===== src/rtl/pg_match_unpacker_pkg.sv =====
// Shared types and constants for the port-group match-stream unpacker.
// Metadata layout and rule-ID width are common to the host/check side.
package pg_match_unpacker_pkg;

  localparam int unsigned RULE_AWIDTH    = 13;
  localparam int unsigned PG_DATA_WIDTH  = 512;
  localparam int unsigned PG_SLOT_WIDTH  = 16;
  localparam int unsigned PG_NUM_SLOTS   = PG_DATA_WIDTH / PG_SLOT_WIDTH;
  localparam int unsigned PG_SLOT_IDX_W  = $clog2(PG_NUM_SLOTS);
  localparam int unsigned PG_EMPTY_WIDTH = 6;

  typedef struct packed {
    logic [15:0] flow_id;
    logic [7:0]  port_group;
    logic [7:0]  flags;
  } metadata_t;

  typedef enum logic [1:0] {
    IDLE,
    LOAD,
    SCAN,
    TERM
  } pgu_state_t;

  // A slot is occupied when its rule-ID field is non-zero; pad bits never count.
  function automatic logic [PG_NUM_SLOTS-1:0] slot_occupancy(
    input logic [PG_DATA_WIDTH-1:0] data
  );
    logic [PG_NUM_SLOTS-1:0] occ;
    occ = '0;
    for (int unsigned k = 0; k < PG_NUM_SLOTS; k++) begin
      occ[k] = |data[k*PG_SLOT_WIDTH +: RULE_AWIDTH];
    end
    return occ;
  endfunction

endpackage


===== src/rtl/pg_match_unpacker_if.sv =====
// Handshake bundle of the unpacker: match-word input, metadata input, rule-beat output.
// slave is the unpacker side; master is the producer/consumer environment.
interface pg_match_unpacker_if;
  import pg_match_unpacker_pkg::*;

  logic [PG_DATA_WIDTH-1:0]  in_match_data;
  logic                      in_match_valid;
  logic                      in_match_eop;
  logic                      in_match_sop;
  logic [PG_EMPTY_WIDTH-1:0] in_match_empty;
  logic                      in_match_ready;

  logic                      in_meta_valid;
  metadata_t                 in_meta_data;
  logic                      in_meta_ready;

  logic                      out_rule_valid;
  logic [RULE_AWIDTH-1:0]    out_rule_id;
  logic                      out_rule_last;
  metadata_t                 out_meta_data;
  logic                      out_rule_ready;

  modport slave (
    input  in_match_data, in_match_valid, in_match_eop, in_match_sop, in_match_empty,
    output in_match_ready,
    input  in_meta_valid, in_meta_data,
    output in_meta_ready,
    output out_rule_valid, out_rule_id, out_rule_last, out_meta_data,
    input  out_rule_ready
  );

  modport master (
    output in_match_data, in_match_valid, in_match_eop, in_match_sop, in_match_empty,
    input  in_match_ready,
    output in_meta_valid, in_meta_data,
    input  in_meta_ready,
    input  out_rule_valid, out_rule_id, out_rule_last, out_meta_data,
    output out_rule_ready
  );

endinterface


===== src/rtl/pg_match_unpacker_slot_pri_enc.sv =====
// Lowest-set-bit priority encoder over the slot occupancy mask.
module slot_pri_enc
  import pg_match_unpacker_pkg::*;
(
  input  logic [PG_NUM_SLOTS-1:0]  i_mask,
  output logic [PG_SLOT_IDX_W-1:0] o_idx,
  output logic                     o_any
);

  logic w_found;

  always_comb begin
    o_idx   = '0;
    w_found = 1'b0;
    for (int unsigned i = 0; i < PG_NUM_SLOTS; i++) begin
      if (i_mask[i] && !w_found) begin
        o_idx   = i[PG_SLOT_IDX_W-1:0];
        w_found = 1'b1;
      end
    end
    o_any = w_found;
  end

endmodule


===== src/rtl/pg_match_unpacker.sv =====
// Unpacks 512-bit packed rule-match words into serial rule-ID beats per packet,
// closing each packet with a terminator beat and then popping its metadata record.
module pg_match_unpacker
  import pg_match_unpacker_pkg::*;
(
  input  logic                clk,
  input  logic                rst_n,
  pg_match_unpacker_if.slave  bus,
  output logic [31:0]         rule_cnt,
  output logic [31:0]         pkt_cnt
);

  pgu_state_t r_state;
  pgu_state_t w_state_nxt;

  logic [PG_NUM_SLOTS-1:0]                  r_mask;
  logic [PG_NUM_SLOTS-1:0][RULE_AWIDTH-1:0] r_ids;
  logic                                     r_eop;
  logic                                     r_meta_pop;
  metadata_t                                r_meta;
  logic [31:0]                              r_rule_cnt;
  logic [31:0]                              r_pkt_cnt;

  logic [PG_NUM_SLOTS-1:0]                  w_occ;
  logic [PG_NUM_SLOTS-1:0][RULE_AWIDTH-1:0] w_ids_in;
  logic [PG_NUM_SLOTS-1:0]                  w_mask_clr;
  logic [PG_SLOT_IDX_W-1:0]                 w_idx;
  logic                                     w_any;
  logic                                     w_word_hs;
  logic                                     w_beat_hs;
  logic                                     w_meta_take;
  logic                                     w_unused;

  slot_pri_enc u_pri_enc (
    .i_mask (r_mask),
    .o_idx  (w_idx),
    .o_any  (w_any)
  );

  always_comb begin
    w_occ    = slot_occupancy(bus.in_match_data);
    w_ids_in = '0;
    for (int unsigned k = 0; k < PG_NUM_SLOTS; k++) begin
      w_ids_in[k] = bus.in_match_data[k*PG_SLOT_WIDTH +: RULE_AWIDTH];
    end
  end

  // Pad bits, sop and empty carry nothing the unpacker needs.
  always_comb begin
    w_unused = ^{bus.in_match_sop, bus.in_match_empty};
    for (int unsigned k = 0; k < PG_NUM_SLOTS; k++) begin
      w_unused = w_unused ^ (^bus.in_match_data[k*PG_SLOT_WIDTH + RULE_AWIDTH +: PG_SLOT_WIDTH - RULE_AWIDTH]);
    end
  end

  always_comb begin
    w_mask_clr        = r_mask;
    w_mask_clr[w_idx] = 1'b0;
  end

  always_comb begin
    w_state_nxt        = r_state;
    w_meta_take        = 1'b0;
    bus.in_match_ready = 1'b0;
    bus.out_rule_valid = 1'b0;
    bus.out_rule_last  = 1'b0;
    bus.out_rule_id    = '0;
    case (r_state)
      IDLE: begin
        // The record just popped is still visible during the pop cycle; skip it.
        if (bus.in_meta_valid && !r_meta_pop) begin
          w_meta_take = 1'b1;
          w_state_nxt = LOAD;
        end
      end
      LOAD: begin
        bus.in_match_ready = 1'b1;
        if (bus.in_match_valid) begin
          if (|w_occ)                 w_state_nxt = SCAN;
          else if (bus.in_match_eop)  w_state_nxt = TERM;
          else                        w_state_nxt = LOAD;
        end
      end
      SCAN: begin
        bus.out_rule_valid = w_any;
        bus.out_rule_id    = r_ids[w_idx];
        if (bus.out_rule_ready && w_any && (w_mask_clr == '0)) begin
          w_state_nxt = r_eop ? TERM : LOAD;
        end
      end
      TERM: begin
        bus.out_rule_valid = 1'b1;
        bus.out_rule_last  = 1'b1;
        if (bus.out_rule_ready) begin
          w_state_nxt = IDLE;
        end
      end
      default: w_state_nxt = IDLE;
    endcase
  end

  assign w_word_hs = bus.in_match_valid && bus.in_match_ready;
  assign w_beat_hs = bus.out_rule_valid && bus.out_rule_ready;

  always_ff @(posedge clk or negedge rst_n) begin
    if (!rst_n) begin
      r_state    <= IDLE;
      r_mask     <= '0;
      r_ids      <= '0;
      r_eop      <= 1'b0;
      r_meta_pop <= 1'b0;
      r_meta     <= '0;
      r_rule_cnt <= '0;
      r_pkt_cnt  <= '0;
    end else begin
      r_state    <= w_state_nxt;
      r_meta_pop <= (r_state == TERM) && bus.out_rule_ready;
      if (w_meta_take) begin
        r_meta <= bus.in_meta_data;
      end
      if (w_word_hs) begin
        r_mask <= w_occ;
        r_ids  <= w_ids_in;
        r_eop  <= bus.in_match_eop;
      end else if ((r_state == SCAN) && bus.out_rule_ready) begin
        r_mask <= w_mask_clr;
      end
      if (w_beat_hs) begin
        if (bus.out_rule_last) r_pkt_cnt  <= r_pkt_cnt + 32'd1;
        else                   r_rule_cnt <= r_rule_cnt + 32'd1;
      end
    end
  end

  assign bus.in_meta_ready = r_meta_pop;
  assign bus.out_meta_data = r_meta;
  assign rule_cnt          = r_rule_cnt;
  assign pkt_cnt           = r_pkt_cnt;

endmodule


===== src/flat_wrapper.sv =====
// flat-port wrapper written by rule: the top's interface ports become plain ports
module pg_match_unpacker_flat import pg_match_unpacker_pkg::*;
  (clk, rst_n, rule_cnt, pkt_cnt, bus_in_match_data, bus_in_match_valid, bus_in_match_eop, bus_in_match_sop, bus_in_match_empty, bus_in_match_ready, bus_in_meta_valid, bus_in_meta_data, bus_in_meta_ready, bus_out_rule_valid, bus_out_rule_id, bus_out_rule_last, bus_out_meta_data, bus_out_rule_ready);
  pg_match_unpacker_if bus_i ();
  input  logic clk;
  input  logic rst_n;
  output logic [31:0] rule_cnt;
  output logic [31:0] pkt_cnt;
  input wire logic [$bits(bus_i.in_match_data)-1:0] bus_in_match_data;
  input wire logic [$bits(bus_i.in_match_valid)-1:0] bus_in_match_valid;
  input wire logic [$bits(bus_i.in_match_eop)-1:0] bus_in_match_eop;
  input wire logic [$bits(bus_i.in_match_sop)-1:0] bus_in_match_sop;
  input wire logic [$bits(bus_i.in_match_empty)-1:0] bus_in_match_empty;
  output wire logic [$bits(bus_i.in_match_ready)-1:0] bus_in_match_ready;
  input wire logic [$bits(bus_i.in_meta_valid)-1:0] bus_in_meta_valid;
  input wire logic [$bits(bus_i.in_meta_data)-1:0] bus_in_meta_data;
  output wire logic [$bits(bus_i.in_meta_ready)-1:0] bus_in_meta_ready;
  output wire logic [$bits(bus_i.out_rule_valid)-1:0] bus_out_rule_valid;
  output wire logic [$bits(bus_i.out_rule_id)-1:0] bus_out_rule_id;
  output wire logic [$bits(bus_i.out_rule_last)-1:0] bus_out_rule_last;
  output wire logic [$bits(bus_i.out_meta_data)-1:0] bus_out_meta_data;
  input wire logic [$bits(bus_i.out_rule_ready)-1:0] bus_out_rule_ready;
  assign bus_i.in_match_data = bus_in_match_data;
  assign bus_i.in_match_valid = bus_in_match_valid;
  assign bus_i.in_match_eop = bus_in_match_eop;
  assign bus_i.in_match_sop = bus_in_match_sop;
  assign bus_i.in_match_empty = bus_in_match_empty;
  assign bus_in_match_ready = bus_i.in_match_ready;
  assign bus_i.in_meta_valid = bus_in_meta_valid;
  assign bus_i.in_meta_data = bus_in_meta_data;
  assign bus_in_meta_ready = bus_i.in_meta_ready;
  assign bus_out_rule_valid = bus_i.out_rule_valid;
  assign bus_out_rule_id = bus_i.out_rule_id;
  assign bus_out_rule_last = bus_i.out_rule_last;
  assign bus_out_meta_data = bus_i.out_meta_data;
  assign bus_i.out_rule_ready = bus_out_rule_ready;
  pg_match_unpacker u_core (.clk(clk), .rst_n(rst_n), .bus(bus_i), .rule_cnt(rule_cnt), .pkt_cnt(pkt_cnt));
endmodule

===== config.mk =====
export PLATFORM = sky130hd
export DESIGN_NAME = pg_match_unpacker_flat
export DESIGN_NICKNAME = d
export VERILOG_FILES = /design/src/rtl/pg_match_unpacker_pkg.sv /design/src/rtl/pg_match_unpacker_if.sv /design/src/rtl/pg_match_unpacker_slot_pri_enc.sv /design/src/rtl/pg_match_unpacker.sv /design/src/flat_wrapper.sv
export SDC_FILE = /design/constraint.sdc
export NUM_CORES = 2
export LEC_CHECK = 0
export ABC_CLOCK_PERIOD_IN_PS = 6800
export CORE_AREA = 2 2 261 263
export CTS_CLUSTER_DIAMETER = 30
export CTS_CLUSTER_SIZE = 12
export DETAILED_ROUTE_END_ITERATION = 8
export DIE_AREA = 0 0 263 265
export PLACE_DENSITY_LB_ADDON = 0.2
export SLEW_MARGIN = 10
export SYNTH_ARGS = -nofsm -noshare
export SYNTH_HDL_FRONTEND = slang
export SYNTH_HIERARCHICAL = 1
export SYNTH_SLANG_ARGS = --single-unit

===== constraint.sdc =====
create_clock -name clk -period 6.8 [get_ports clk]
set_input_delay 0.68 -clock clk [delete_from_list [all_inputs] [get_ports clk]]
set_output_delay 0.68 -clock clk [all_outputs]
set_load 0.03 [all_outputs]

== Word level (Yosys, flattened, before mapping) ==
Cells that the tools add are included.

* Flip-flop bits (word level): 548
* Bits in latches: 0
* Bits in writable memories: 0
* Memory bits (read-only): 0
* Input bits: 557
* Output and inout bits: 113
* Logic and storage cells: 248
* Memories: 0

* Add/subtract/negate cells: 2
* Multipliers: 0
* Divide/modulo/power cells: 0
* Magnitude comparators: 2
* Equality and inequality tests: 7
* Shift operators: 0
* Multiplexer cells: 83
* Bitwise gates (word level): 3
* Reduce and logical (&&, ||, !) cells: 110

{| class="wikitable"
|+ Operator list
! kind !! number
|-
| 13-bit OR reduction || 32
|-
| 416-bit OR reduction || 1
|-
| 5-bit two-way mux || 30
|-
| 13-bit binary-select mux with 5-bit select || 1
|-
| 32-bit by 1-bit adder with 32-bit output, second input constant || 2
|-
| 32-bit two-way mux || 2
|-
| 1-bit logical AND || 39
|-
| 1-bit two-way mux || 38
|-
| 32-bit bitwise AND || 1
|-
| 1-bit zero test || 32
|-
| 32-bit zero test || 1
|-
| 32-bit NOT || 1
|-
| 13-bit two-way mux || 2
|-
| 2-bit two-way mux || 7
|-
| 2-bit one-hot mux with 4 select lines || 1
|-
| 5-bit by 6-bit less-than comparator with 1-bit output, second input constant || 1
|-
| 1-bit demux with 5-bit select || 1
|-
| 5-bit by 1-bit greater-or-equal comparator with 1-bit output, second input constant || 1
|-
| 2-bit == test, second input constant || 2
|-
| 2-bit by 1-bit inequality test with 1-bit output, second input constant || 2
|-
| 2-bit inequality test, second input constant || 2
|-
| 2-bit AND reduction || 2
|-
| 4-bit AND reduction || 1
|-
| 2-bit by 1-bit == test with 1-bit output, second input constant || 1
|-
| 4 further kinds || 4
|}

== Depth between registers and ports, before layout ==
* Depth in word-level cells: 104
* Mapped depth: 14
* Gate-level depth less buffers: 11

== By module ==
The synthesis kept the hierarchy.

{| class="wikitable"
|+ By module, submodules not included
! module !! instances !! cells each !! area an instance (µm²) !! seq. area each (µm²)
|-
| pg_match_unpacker || 1 || 2747 || 25687.1 || 13713.2
|-
| slot_pri_enc || 1 || 69 || 441.7 || 0.0
|}

== Worst setup path after synthesis ==
No wires, ideal clock.

* Path type: register -> output
* From: reg u_core.r_mask[8]
* To: out bus_out_rule_id[2]
* Arrival: 3753 ps
* Required time: 6120 ps
* Path slack: 2367 ps
* Cell stages (with the launch flop): 14
* Path buffers: 4
* Path through: dfrtp_1 nor4_4 nand3_2 or3_4 o41ai_2 buf_2 clkbuf_1 buf_1 clkbuf_1 mux4_2 nand2_1 nand2_1 nand2_1 a41oi_1

* Longest elaborated chain between the ends: 74
* Elaborated cells on any way between the ends: 97
* Classes of those cells: 50 x mux; 47 x reduce/logical

{| class="wikitable"
|+ RTL lines
! item !! line !! source
|-
| start, declared || pg_match_unpacker.sv:16 || <nowiki>logic [PG_NUM_SLOTS-1:0] r_mask;</nowiki>
|-
| start signal, assigned || pg_match_unpacker.sv:122 || <nowiki>r_mask <= w_occ;</nowiki>
|-
| start signal, assigned || pg_match_unpacker.sv:126 || <nowiki>r_mask <= w_mask_clr;</nowiki>
|-
| 1-bit logical AND * || pg_match_unpacker_slot_pri_enc.sv:16 || <nowiki>if (i_mask[i] && !w_found) begin</nowiki>
|-
| 1-bit two-way mux || pg_match_unpacker_slot_pri_enc.sv:16 ||
|-
| 1-bit zero test || pg_match_unpacker_slot_pri_enc.sv:16 ||
|-
| 1-bit logical AND || pg_match_unpacker_slot_pri_enc.sv:16 ||
|-
| 1-bit two-way mux || pg_match_unpacker_slot_pri_enc.sv:16 ||
|-
| 1-bit zero test || pg_match_unpacker_slot_pri_enc.sv:16 ||
|-
| 1-bit logical AND || pg_match_unpacker_slot_pri_enc.sv:16 ||
|-
| 1-bit two-way mux || pg_match_unpacker_slot_pri_enc.sv:16 ||
|-
| (+59 left out) || - ||
|-
| 1-bit two-way mux || pg_match_unpacker_slot_pri_enc.sv:16 ||
|-
| 1-bit zero test || pg_match_unpacker_slot_pri_enc.sv:16 ||
|-
| 1-bit logical AND || pg_match_unpacker_slot_pri_enc.sv:16 ||
|-
| 5-bit two-way mux * || pg_match_unpacker_slot_pri_enc.sv:16 ||
|-
| net u_core.w_idx[1] || pg_match_unpacker.sv:27 || <nowiki>logic [PG_SLOT_IDX_W-1:0] w_idx;</nowiki>
|-
| 13-bit binary-select mux with 5-bit select * || pg_match_unpacker.sv:86 || <nowiki>bus.out_rule_id = r_ids[w_idx];</nowiki>
|-
| 13-bit two-way mux (not written as such) * || pg_match_unpacker.sv:86 ||
|-
| 13-bit two-way mux * || pg_match_unpacker.sv:68 || <nowiki>case (r_state)</nowiki>
|-
| end, declared || flat_wrapper.sv:19 || <nowiki>output wire logic [$bits(bus_i.out_rule_id)-1:0] bus_out_rule_id;</nowiki>
|}

The timed path passes the listed nets; every way through them passes the cells marked *. The select of a mux whose other input is x is not followed.

== Worst setup path after layout ==
* From: reg u_core.r_mask[4]
* To: out bus_out_rule_id[0]

* Longest elaborated chain between the ends: 86
* Elaborated cells on any way between the ends: 113
* Classes of those cells: 58 x mux; 55 x reduce/logical

{| class="wikitable"
|+ RTL lines
! item !! line
|-
| 1-bit logical AND * || pg_match_unpacker_slot_pri_enc.sv:16
|-
| 1-bit two-way mux || pg_match_unpacker_slot_pri_enc.sv:16
|-
| 1-bit zero test || pg_match_unpacker_slot_pri_enc.sv:16
|-
| 1-bit logical AND || pg_match_unpacker_slot_pri_enc.sv:16
|-
| 1-bit two-way mux || pg_match_unpacker_slot_pri_enc.sv:16
|-
| 1-bit zero test || pg_match_unpacker_slot_pri_enc.sv:16
|-
| 1-bit logical AND || pg_match_unpacker_slot_pri_enc.sv:16
|-
| 1-bit two-way mux || pg_match_unpacker_slot_pri_enc.sv:16
|-
| (+71 left out) || -
|-
| 1-bit two-way mux || pg_match_unpacker_slot_pri_enc.sv:16
|-
| 1-bit zero test || pg_match_unpacker_slot_pri_enc.sv:16
|-
| 1-bit logical AND || pg_match_unpacker_slot_pri_enc.sv:16
|-
| 5-bit two-way mux * || pg_match_unpacker_slot_pri_enc.sv:16
|-
| net u_core.w_idx[0] || pg_match_unpacker.sv:27
|-
| 13-bit binary-select mux with 5-bit select * || pg_match_unpacker.sv:86
|-
| 13-bit two-way mux (not written as such) * || pg_match_unpacker.sv:86
|-
| 13-bit two-way mux * || pg_match_unpacker.sv:68
|}

Marked as above.

==> impl_metrics.json <==
{
  "status": "finished with violations",
  "failed_checks": "negative hold slack",
  "cp.required_ps": 6120,
  "hpwl_mm": 72.7,
  "cts_htree_levels": 4,
  "vdd_drop_max_v": 0.000317,
  "yosysSeqAreaShare_pct": 52.5,
  "syn-cell-area_mm2": 0.0261,
  "synth_largest_area_cell": "dfrtp_1",
  "clock_power_share_pct": 35.3,
  "placed_cells": 4129,
  "drcViolationCount": 0,
  "die_x_um": 263,
  "relSlewSlack_pct": 17.6,
  "grt_use_total_pct": 28.6,
  "critPathKind": "reg -> out",
  "dr.first_iter.drc_count": 2084,
  "most-common-layout-cells": "nand2_1 (1,344), clkdlybuf4s50_1 (565), dfrtp_1 (548)",
  "end_kind": "primary output",
  "critPathLaunch": "u_core/r_mask[4]$_DFFE_PN0P_",
  "synthDistinctLibCells": 65,
  "worstPathArrival_ps": 5590,
  "final_common_cell": "nand2_1",
  "grt_pass1_wl_mm": 151,
  "cts_root_buf": "clkbuf_16",
  "synthCells": 2816,
  "core-area_mm2": 0.0668,
  "vias": 23900,
  "sw_frac_of_total_pct": 36.2,
  "wire_per_inst_um": 22.8,
  "synth.avg_cell_area_um2": 9.28,
  "layoutNonFillerInstCount": 4373,
  "ys_warn_count": 6,
  "r2r-end": "u_core/r_state[1]$_DFFE_PN0P_",
  "post_cts_buffers": 0,
  "critPathSlowestCell": "mux2i_1",
  "crit_chain": "nor4_1, nand2_1, nor4_1, a221oi_1, o211ai_1, buf_12, mux4_2, mux2i_1, o211ai_1, a21oi_1, nor2_1, clkdlybuf4s50_1",
  "endpoint": "bus_out_rule_id[0]",
  "fin_tns_setup_ps": 0,
  "numCtsBuffers": 136,
  "final_max_slew_viol_count": 0,
  "combPwrFrac_pct": 35.0,
  "numClockSinks": 548,
  "worstMarginPinSlew_ps": 1240,
  "fin_worst_skew_ps": 27.5,
  "maxClockFrequency_mhz": 159,
  "p_leak_uw": 0.0173,
  "first_pass_iters": 5,
  "dieArea_mm2": 0.0697,
  "antenna_found_initial": 2,
  "path_max_fanout": 59,
  "synth_edf_count": 0,
  "tritoncts": "yes",
  "r2r_slack_ps": 1630,
  "grt_max_degree": 235,
  "grt.overflow.total": 0,
  "power.density_mw_per_mm2": 501,
  "power_switching_uw": 6800,
  "timing.rr.start": "u_core/r_mask[4]$_DFFE_PN0P_",
  "seqPwrFrac_pct": 29.7,
  "synthToLayoutAreaGrowth_pct": 43.3,
  "drv_cap": 0,
  "nNetsFinal": 3953,
  "start_kind": "flop",
  "p_int_uw": 12000,
  "synth.area.top_cells": "dfrtp_1 (52%), nand2_1 (19%), mux4_2 (9.0%), nor4_1 (2.0%), clkbuf_1 (1.9%)",
  "drive_gt1_share_pct": 11.9,
  "synthArstFlopShare_pct": 100,
  "io_buffers": 566,
  "min_period_ps": 6270,
  "fin_crit_sh_pct": 92.2,
  "finalHoldViolCount": 3,
  "hold_buffers": 0,
  "hold_class": "in -> async",
  "synth_ff_type": "dfrtp_1",
  "grt_pass1_vias": 24900,
  "die_h_um": 265,
  "gp_congestion": 0.947,
  "postCtsResizedCells": 0,
  "routed_wl_mm": 99.6,
  "num_rows": 95,
  "yosysTopAreaCellShare_pct": 52.5,
  "ios": 670,
  "critPathMaxStageDelay_ps": 670,
  "power_uw": 18800,
  "setup_viol": 0,
  "drtAntennaViolNets": 0,
  "clock_path_buffers": 3,
  "rsz0062_at_grt": "false",
  "clock_latency_ps": 710,
  "whs_ps": -16.7,
  "initial_utilization_pct": 39.1,
  "clk_pin_slew_worst_paths_ps": 40,
  "r2r_cells": 13,
  "ys_seq_elements": 548,
  "vias_per_cell": 5.46,
  "synth_fp_nets": 3375
}
==> power by group through the flow <==
stage / clock [uW] / combinational (uW) / sequential, uW
after floorplan: 0 / 3950 / 5480
after global placement: 0 / 6480 / 5490
after detailed placement: 0 / 6540 / 5570
after CTS: 6710 / 6580 / 5550
after global routing: 6910 / 7080 / 5730
final: 6630 / 6570 / 5570
==> state kept, by name, indices dropped and copies added (netlist names) <==
register / flops
u_core/r_state: 2
u_core/rule_cnt: 32
u_core/bus.out_meta_data: 32
u_core/pkt_cnt: 32
u_core/r_mask: 32
u_core/r_ids: 416
u_core/r_eop: 1
u_core/bus.in_meta_ready: 1
==> cells in the mapped netlist, types with 3 or more instances <==
library cell	n
o211ai_1	8
xor2_1	16
or3b_2	3
nand3_1	27
clkbuf_1	129
and4_1	6
nor4_1	84
o21a_1	4
mux2_2	35
or3_1	5
o311ai_0	6
buf_2	13
mux2i_1	20
and2_1	3
nor2_1	83
a21oi_1	15
o32ai_1	3
nand2_1	1345
a22o_1	11
and3_1	15
a41oi_1	3
a32oi_1	4
nor3_1	51
or4_1	4
a221oi_1	3
xnor2_1	46
nand4_1	45
o22ai_1	13
nand3b_1	5
nor2b_1	4
o31ai_1	4
o21ai_0	52
nand2b_1	6
inv_1	19
dfrtp_1	548
mux4_2	104
a22oi_1	23
nor3b_1	5
buf_1	8
==> through the flow <==
stage	hold WS, ps	cell area [um^2]	util (%)	setup WS (ps)
2_1_floorplan	384	26100	-	2370
3_3_place_gp	452	32700	48.9	1330
3_5_place_dp	457	32700	48.9	1300
4_1_cts	4.30	37500	56.1	557
5_1_grt	54.0	37500	56.1	268
6_report	-16.7	37500	56.1	527
==> cell type report <==
type | count | area (um^2)
antenna | 1 | 2.50
clock buffer | 173 | 3830
clock inverter | 70 | 940
fill | 5801 | 29300
inverter | 20 | 75.1
multi-input combinational | 2098 | 11800
sequential | 548 | 13700
tap | 873 | 1090
timing repair buffer | 590 | 5980
==> metal layers <==
metal,wire [um],track usage [%]
met2,47900,46.7
met5,13,0
met3,6570,5.79
met1,40000,35.7
met4,5110,15.6
==> worst max-delay path: cells and delay by family (launching register included) <==
| kind | cells | cell delay (ps) |
|---|---|---|
| AOI/OAI and AO/OA | 4 | 740 |
| buffers and inverters | 2 | 1110 |
| DFF | 1 | 460 |
| muxes | 2 | 1280 |
| and+or+nand+nor | 4 | 1240 |
==> how the worst min path moves through the flow <==
stage | from | endpoint | slack (ps) | depth (start not counted)
2_1_floorplan | rst_n | u_core/bus.in_meta_ready$_DFF_PN0_ | 380 | 0
3_3_place_gp | u_core/r_ids[28]$_DFFE_PN0P_ | u_core/r_ids[28]$_DFFE_PN0P_ | 450 | 2
3_5_place_dp | u_core/r_ids[257]$_DFFE_PN0P_ | u_core/r_ids[257]$_DFFE_PN0P_ | 460 | 2
4_1_cts | rst_n | u_core/rule_cnt[20]$_DFFE_PN0P_ | 4 | 1
5_1_grt | rst_n | u_core/rule_cnt[20]$_DFFE_PN0P_ | 50 | 1
6_report | rst_n | u_core/rule_cnt[20]$_DFFE_PN0P_ | -20 | 1
==> logic make-up after synthesis <==
| logic type | after synthesis | synth area share, % |
|---|---|---|
| simple gates | 1707 | 27.3 |
| flops | 548 | 52.5 |
| buf+inv | 170 | 2.50 |
| compound gates | 168 | 4.34 |
| mux | 159 | 11.2 |
| xor+xnor | 62 | 2.08 |
| fa+ha+maj | 2 | 0.0958 |
(Power assumes the default switching activity.)
